## src/rtl/sram_rgb_reader.sv

```systemverilog
// Frame-buffer read side: RGB panel timing plus one SRAM read per active pixel, output RD_LAT+1 clocks after the counters.
// Optional TEST_PATTERN_EN adds Pattern_En, which replaces pixel data with an h/v gradient.
module sram_rgb_reader #(
  parameter int H_ACTIVE = 800,
  parameter int H_FP     = 40,
  parameter int H_SYNC   = 128,
  parameter int H_BP     = 88,
  parameter int V_ACTIVE = 600,
  parameter int V_FP     = 1,
  parameter int V_SYNC   = 4,
  parameter int V_BP     = 23,
  parameter int ADDR_W   = 19,
  parameter int RD_LAT   = 2
) (
  input  logic              Sys_Clock,
  input  logic              Reset,
  input  logic              Frame_Ready,
`ifdef TEST_PATTERN_EN
  input  logic              Pattern_En,
`endif
  input  logic [23:0]       Sram_Data,
  output logic              Sram_RE,
  output logic [ADDR_W-1:0] Sram_Addr,
  output logic              RGB_HS_Inv,
  output logic              RGB_VS_Inv,
  output logic              RGB_DE,
  output logic [7:0]        RGB_R,
  output logic [7:0]        RGB_G,
  output logic [7:0]        RGB_B,
  output logic              Frame_Start
);

  localparam logic [11:0] H_ACT    = 12'(H_ACTIVE);
  localparam logic [11:0] HS_BEG   = 12'(H_ACTIVE + H_FP);
  localparam logic [11:0] HS_END   = 12'(H_ACTIVE + H_FP + H_SYNC - 1);
  localparam logic [11:0] H_LAST   = 12'(H_ACTIVE + H_FP + H_SYNC + H_BP - 1);
  localparam logic [11:0] V_ACT    = 12'(V_ACTIVE);
  localparam logic [11:0] VS_BEG   = 12'(V_ACTIVE + V_FP);
  localparam logic [11:0] VS_END   = 12'(V_ACTIVE + V_FP + V_SYNC - 1);
  localparam logic [11:0] V_LAST   = 12'(V_ACTIVE + V_FP + V_SYNC + V_BP - 1);
  localparam logic [ADDR_W-1:0] ADDR_LAST = ADDR_W'(H_ACTIVE * V_ACTIVE - 1);

  typedef enum logic {IDLE, RUN} state_t;

  state_t            state;
  logic [11:0]       h_cnt;
  logic [11:0]       v_cnt;
  logic [ADDR_W-1:0] addr_cnt;

  logic run, act, hs, vs, fs;

  assign run = (state == RUN);
  assign act = run && (h_cnt < H_ACT) && (v_cnt < V_ACT);
  assign hs  = run && (h_cnt >= HS_BEG) && (h_cnt <= HS_END);
  assign vs  = run && (v_cnt >= VS_BEG) && (v_cnt <= VS_END);
  assign fs  = run && (h_cnt == '0) && (v_cnt == '0);

  assign Sram_RE   = act;
  assign Sram_Addr = addr_cnt;

  always_ff @(posedge Sys_Clock or posedge Reset) begin
    if (Reset) begin
      state    <= IDLE;
      h_cnt    <= '0;
      v_cnt    <= '0;
      addr_cnt <= '0;
    end else begin
      case (state)
        IDLE: begin
          h_cnt    <= '0;
          v_cnt    <= '0;
          addr_cnt <= '0;
          if (Frame_Ready) state <= RUN;
        end
        RUN: begin
          // Address saturates on the last pixel so it never wraps inside a frame
          if (act && (addr_cnt != ADDR_LAST)) addr_cnt <= addr_cnt + ADDR_W'(1);
          if (h_cnt == H_LAST) begin
            h_cnt <= '0;
            if (v_cnt == V_LAST) begin
              v_cnt    <= '0;
              addr_cnt <= '0;
              if (!Frame_Ready) state <= IDLE;
            end else begin
              v_cnt <= v_cnt + 12'd1;
            end
          end else begin
            h_cnt <= h_cnt + 12'd1;
          end
        end
        default: state <= IDLE;
      endcase
    end
  end

  // RD_LAT stages here plus the output register give RD_LAT+1 total delay
  logic [RD_LAT-1:0] act_p, hs_p, vs_p, fs_p;
`ifdef TEST_PATTERN_EN
  logic [7:0] h_p [RD_LAT];
  logic [7:0] v_p [RD_LAT];
`endif

  always_ff @(posedge Sys_Clock or posedge Reset) begin
    if (Reset) begin
      act_p <= '0;
      hs_p  <= '0;
      vs_p  <= '0;
      fs_p  <= '0;
`ifdef TEST_PATTERN_EN
      for (int i = 0; i < RD_LAT; i++) begin
        h_p[i] <= '0;
        v_p[i] <= '0;
      end
`endif
    end else begin
      act_p[0] <= act;
      hs_p[0]  <= hs;
      vs_p[0]  <= vs;
      fs_p[0]  <= fs;
`ifdef TEST_PATTERN_EN
      h_p[0] <= h_cnt[7:0];
      v_p[0] <= v_cnt[7:0];
`endif
      for (int i = 1; i < RD_LAT; i++) begin
        act_p[i] <= act_p[i-1];
        hs_p[i]  <= hs_p[i-1];
        vs_p[i]  <= vs_p[i-1];
        fs_p[i]  <= fs_p[i-1];
`ifdef TEST_PATTERN_EN
        h_p[i] <= h_p[i-1];
        v_p[i] <= v_p[i-1];
`endif
      end
    end
  end

  always_ff @(posedge Sys_Clock or posedge Reset) begin
    if (Reset) begin
      RGB_DE      <= 1'b0;
      RGB_HS_Inv  <= 1'b1;
      RGB_VS_Inv  <= 1'b1;
      Frame_Start <= 1'b0;
      RGB_R       <= '0;
      RGB_G       <= '0;
      RGB_B       <= '0;
    end else begin
      RGB_DE      <= act_p[RD_LAT-1];
      RGB_HS_Inv  <= ~hs_p[RD_LAT-1];
      RGB_VS_Inv  <= ~vs_p[RD_LAT-1];
      Frame_Start <= fs_p[RD_LAT-1];
      if (!act_p[RD_LAT-1]) begin
        RGB_R <= '0;
        RGB_G <= '0;
        RGB_B <= '0;
`ifdef TEST_PATTERN_EN
      end else if (Pattern_En) begin
        RGB_R <= h_p[RD_LAT-1];
        RGB_G <= v_p[RD_LAT-1];
        RGB_B <= '0;
`endif
      end else begin
        // Sram_Data is valid in this cycle, so this is its single register stage
        RGB_R <= Sram_Data[7:0];
        RGB_G <= Sram_Data[15:8];
        RGB_B <= Sram_Data[23:16];
      end
    end
  end

endmodule

```

## config.mk

```make
export PLATFORM = sky130hd
export DESIGN_NAME = sram_rgb_reader
export DESIGN_NICKNAME = d
export VERILOG_FILES = /design/src/rtl/sram_rgb_reader.sv
export SDC_FILE = /design/constraint.sdc
export NUM_CORES = 1
export LEC_CHECK = 0
export ABC_AREA = 1
export CORE_AREA = 2 2 110 101
export CTS_BUF_LIST = sky130_fd_sc_hd__clkbuf_8
export DETAILED_ROUTE_END_ITERATION = 10
export DIE_AREA = 0 0 112 103
export HOLD_SLACK_MARGIN = 0.15
export PLACE_DENSITY = 0.67
export SETUP_SLACK_MARGIN = 0.1
export SLEW_MARGIN = 20
export SYNTH_ARGS = -nofsm -noshare
export SYNTH_HDL_FRONTEND = slang
export SYNTH_SLANG_ARGS = --single-unit
export TNS_END_PERCENT = 100
```

## constraint.sdc

```tcl
create_clock -name Sys_Clock -period 6.7 [get_ports Sys_Clock]
set_input_delay 1.005 -clock Sys_Clock [delete_from_list [all_inputs] [get_ports Sys_Clock]]
set_output_delay 1.005 -clock Sys_Clock [all_outputs]
set_load 0.02 [all_outputs]
```

# [Word-level counts from Yosys, hierarchy flattened]
# Cells that the tools add are included.
[classes] add_sub_neg=3 n_lt_le_gt_ge=6 eq_ne=4 n_mux=16 bitwise_logic=3 reduce_logical=11
[op_table] operator="2-to-1 mux 19 bit" n=3
[op_table] operator="case mux 12 bit (2 select lines)" n=2
[op_table] operator="case mux 19 bit (2 select lines)" n=1
[op_table] operator="2-to-1 mux 12 bit" n=3
[op_table] operator="adder 12 x 1 -> 12 bit (second input constant)" n=2
[op_table] operator="greater-or-equal comparator 12 x 10 -> 1 bit (second input constant)" n=2
[op_table] operator="<= comparator 12 x 10 -> 1 bit (second input constant)" n=2
[op_table] operator="zero test 12 bit" n=2
[op_table] operator="less-than comparator 12 x 10 -> 1 bit (second input constant)" n=2
[op_table] operator="2-to-1 mux 8 bit" n=3
[op_table] operator="adder 19 x 1 -> 19 bit (second input constant)" n=1
[op_table] operator="inequality test 19 bit (second input constant)" n=1
[op_table] operator="equality test 12 x 10 -> 1 bit (second input constant)" n=1
[op_table] operator="equality test 12 x 11 -> 1 bit (second input constant)" n=1
[op_table] operator="logical AND 1 bit" n=9
[op_table] operator="2-to-1 mux 1 bit" n=3
[op_table] operator="inverter 1 bit" n=3
[op_table] operator="inequality test 2 x 1 -> 1 bit (second input constant)" n=1
[op_table] operator="case mux 1 bit (2 select lines)" n=1
[totals] reg_bits=80 in_bits=27 output_inout_bits=48

# [Longest topological paths before layout]
[depth] word_depth=8 depth_mapped=11 ltp_nobuf=10

# [Worst setup path after synthesis]
# Ideal clock, no wire load.
[synth_timing] path_type="reg-to-output" startpoint="register v_cnt[10]" endpoint="output port Sram_RE" t_arrival_ns=1.083 required_time_ns=5.695 setup_slack_ns=4.612 stages_incl_launch_ff=7 n_path_buf=0 path_cell_list="dfrtp_1 -> nor2_2 -> nand2_1 -> nor2_1 -> nand2_1 -> nand2_2 -> inv_1"
[synth_via] elab_chain_cells=2
[synth_lines] element="start, declared" line="47" source="logic [11:0] v_cnt;"
[synth_lines] element="start signal, assigned" line="85" source="v_cnt <= v_cnt + 12'd1;"
[synth_lines] element="less-than comparator 12 x 10 -> 1 bit" line="53" source="assign act = run && (h_cnt < H_ACT) && (v_cnt < V_ACT);"
[synth_lines] element="logical AND 1 bit" line="53"
[synth_lines] element="end, declared" line="22" source="output logic Sram_RE,"
# No other way between the ends.

# [Worst setup path after layout]
[layout_timing] startpoint="register state (netlist: run)" endpoint="output port Sram_RE"
[layout_via] elab_chain_cells=2
[layout_lines] element="start, declared" line="45" source="state_t state;"
[layout_lines] element="start signal, assigned" line="63" source="state <= IDLE;"
[layout_lines] element="start signal, assigned" line="73" source="if (Frame_Ready) state <= RUN;"
[layout_lines] element="start signal, assigned" line="83" source="if (!Frame_Ready) state <= IDLE;"
[layout_lines] element="logical AND 1 bit (2 in series)" line="53"
# No other way between the ends.

==> impl_metrics.py <==
metrics = {
    "final_layout": {
        "multi_input_area_um2": 1662,
        "nFillCells": 1043,
        "diodes": 0,
        "final_net_count": 650,
        "register_area_um2": 2004,
        "drive_above_1_share_pct": 5.314,
        "synthToLayoutAreaGrowth_pct": 25.69,
        "fin_cells": 754,
        "final_cell_area_um2": 5100,
    },
    "detailed_routing": {
        "avgRoutedWirePerCell_um": 12.55,
        "dr.pass1.iters": 4,
        "vias": 3522,
        "wl_um": 9462,
        "drt-vias-per-instance": 4.671,
        "drcViolationCount": 0,
        "ant_nets": 0,
        "drtIter0Drc": 268,
    },
    "synth": {
        "ys.flop_type": "dfrtp_1",
        "yosysSeqAreaShare_pct": 49.40,
        "yosysUniqueCellTypes": 29,
        "yosysWarnings": 0,
        "synth_enable_flop_cells": 0,
        "synth-seq-cells": 80,
        "ys_async_sr_fraction_pct": 100.0,
        "syn_area_per_cell_um2": 7.528,
        "synth_cells": 539,
        "syn-num-nets": 573,
        "netlist_area_um2": 4058,
    },
    "global_routing": {
        "grt_util_met3_pct": 4.997,
        "grt-ovfl-total": 0,
        "grt_max_degree": 81,
        "grt_pass1_vias": 3258,
        "grt_util_met1_pct": 23.42,
        "track_usage_pct": 16.71,
        "antenna_found_initial": 0,
        "grt_use_met2_pct": 25.31,
        "grt_pass1_wl_um": 15550,
        "busiest_layer": "met2",
    },
    "floorplan": {
        "start_util_pct": 38.50,
        "die_w_um": 112,
        "fp.coreArea_um2": 10540,
        "rows": 36,
        "pin_count": 75,
        "die_y_um": 103,
        "die_area_um2": 11540,
    },
    "critical_path": {
        "slowest_stage": "dfrtp_1",
        "r2r_end": "Sram_Addr[7]$_DFF_PP0_",
        "path_class": "reg -> out",
        "worstPathRequired_ns": 5.69,
        "reg2reg_from": "h_cnt[0]$_DFF_PP0_",
        "rrSetupSlack_ns": 4.55,
        "r2r_cells": 8,
        "end_kind": "output port",
        "path_cells": "inv_2, nor2_1, nand2_1, nor2_2, nand2_2, inv_1, clkdlybuf4s50_1",
        "cp-start-kind": "register",
        "crit_path_max_fanout": 13,
        "arrival_ns": 2.33,
        "critPathMaxStageDelay_ns": 0.65,
    },
    "pwr": {
        "p_leak_nw": 2.611,
        "ir_worst_vdd_mv": 0.2320,
        "p_per_area_nw_per_um2": 252.2,
    },
    "cts": {
        "h-tree-depth": 3,
        "post_cts_resized": 0,
        "root_buffer": "clkbuf_8",
        "postCtsSetupRepairBufs": 0,
        "cts.reportedPaths.clkPinSlew_ns": 0.09,
        "cts_tree": "done",
        "cts_hold_buf": 0,
        "clock-sinks": 80,
        "clockBufferDepth": 2,
        "worst_skew_pair.late_latency_ns": 0.37,
        "numCtsBuffers": 9,
    },
    "place": {
        "place_hpwl_um": 6588,
        "dp_cells": 738,
        "dpl_worst_slack_ns": 3.816,
        "placed_cell_area_um2": 4917,
        "gp_congestion": 0.9059,
        "io_buffer_count": 74,
    },
    "hold_path": {
        "min_from": "hs_p[1]$_DFF_PP0_",
        "min_path_cells": 1,
        "min_path_type": "reg -> reg",
        "worstHoldEndpoint": "RGB_HS_Inv$_DFF_PP1_",
    },
    "timing": {
        "fin_worst_skew_ns": 0.006950,
        "worstMarginPinSlew_ns": 0.7550,
        "setup_tns_ns": 0,
        "setup_viol": 0,
        "slew_headroom_pct": 49.66,
        "hold_viol_final": 0,
        "fin_crit_sh_pct": 49.73,
        "rsz0062_at_grt": "no",
        "fmax_mhz": 300.1,
        "layout_setup_ws_ns": 3.368,
        "drv_slew": 0,
        "finalCriticalPeriod_ns": 3.332,
    },
    "run": {
        "maxCapViolations": 0,
    },
    "status": {
        "status": "complete, no violations",
    },
}
-- state kept, by name, indices dropped and copies added, names as in the netlist, 2 cells and up --
| signal | count |
|---|---|
| Sram_Addr | 19 |
| v_cnt | 12 |
| RGB_R | 8 |
| vs_p | 2 |
| RGB_B | 8 |
| fs_p | 2 |
| hs_p | 2 |
| h_cnt | 12 |
| act_p | 2 |
| RGB_G | 8 |
-- per-stage QoR --
| step | hold slack, ns | power (W) | util [%] |
|---|---|---|---|
| 2_1_floorplan | 0.3312 | 0.0008198 | - |
| 3_3_place_gp | 0.3327 | 0.0009515 | 46.65 |
| 3_5_place_dp | 0.3347 | 0.0009615 | 46.65 |
| 4_1_cts | 0.3502 | 0.001298 | 48.35 |
| 5_1_grt | 0.3512 | 0.001375 | 48.39 |
| 6_report | 0.3530 | 0.001286 | 48.39 |
-- cells in the final DEF (no fill, tap or decap), types with 7 or more instances in the layout --
cell               n
clkdlybuf4s50_1   74
nand2_1          170
ha_1               7
nand3_1           22
xor2_1            14
inv_1             86
nand4_1           15
dfrtp_1           78
nor2_1            83
o21ai_0           17
clkbuf_8           9
a21oi_1           11
-- worst max path at each step --
stage | startpoint | to | slack, ns | depth (start not counted)
floorplan | Reset | Frame_Start$_DFF_PP0_ | 3.65 | 1
detailed placement | run$_DFF_PP0_ | Sram_RE | 3.82 | 7
global placement | run$_DFF_PP0_ | Sram_RE | 3.85 | 7
global route | run$_DFF_PP0_ | Sram_RE | 3.17 | 7
finish | run$_DFF_PP0_ | Sram_RE | 3.37 | 7
CTS | run$_DFF_PP0_ | Sram_RE | 3.37 | 7
-- final cells by class --
type                    instances  area share (%)
inverters                      89           6.600
multi-input cells             361           32.58
clock inverters                 7           1.079
clock buffers                   9           2.429
flip-flops and latches         80           39.30
repair buffers                 75           14.74
well taps                     133           3.263
-- cells by family after synthesis --
family	count (synthesis)	synth area share [%]
buffers and inverters	98	9.651
AO/OA/AOI/OAI	32	4.225
XOR/XNOR	15	3.238
adder cells (fa/ha/maj)	7	2.158
flip-flops	80	49.40
AND/OR/NAND/NOR	307	31.33
-- layer usage --
metal	share of wire, %	up-vias
li1	-	1782
met1	48	1619
met2	44	108
met3	6.6	13
met4	1.5	0
met5	0	-
-- synthesized netlist by cell type (2+ instances only) --
cell        n  area share [%]
a21oi_1    11             1.4
buf_2       3            0.37
buf_6       2            0.56
clkbuf_1    3            0.28
dfrtp_1    78              48
dfstp_2     2             1.3
ha_1        7             2.2
inv_1      87             8.0
nand2_1   170              16
nand2_2     3            0.46
nand3_1    22             2.7
nand3_2     3            0.74
nand4_1    15             2.3
nor2_1     83             7.7
nor2_2      3            0.46
nor3_1      5            0.62
o21ai_0    17             2.1
xor2_1     14             3.0
-- critical path, delay by kind of cell, from the launching register on --
family | cells | cell delay [ns]
flip-flops | 1 | 0.65
AND/OR/NAND/NOR | 4 | 0.47
buffers and inverters | 3 | 0.82
-- power breakdown --
part / total (W) / switching (W) / internal [W]
Combinational: 0.000335 / 0.000188 / 0.000147
Sequential: 0.000617 / 0.0000745 / 0.000542
Clock: 0.000335 / 0.000196 / 0.000138
Total: 0.00129 / 0.000459 / 0.000828
No activity file was read; power rests on OpenSTA's default activity.
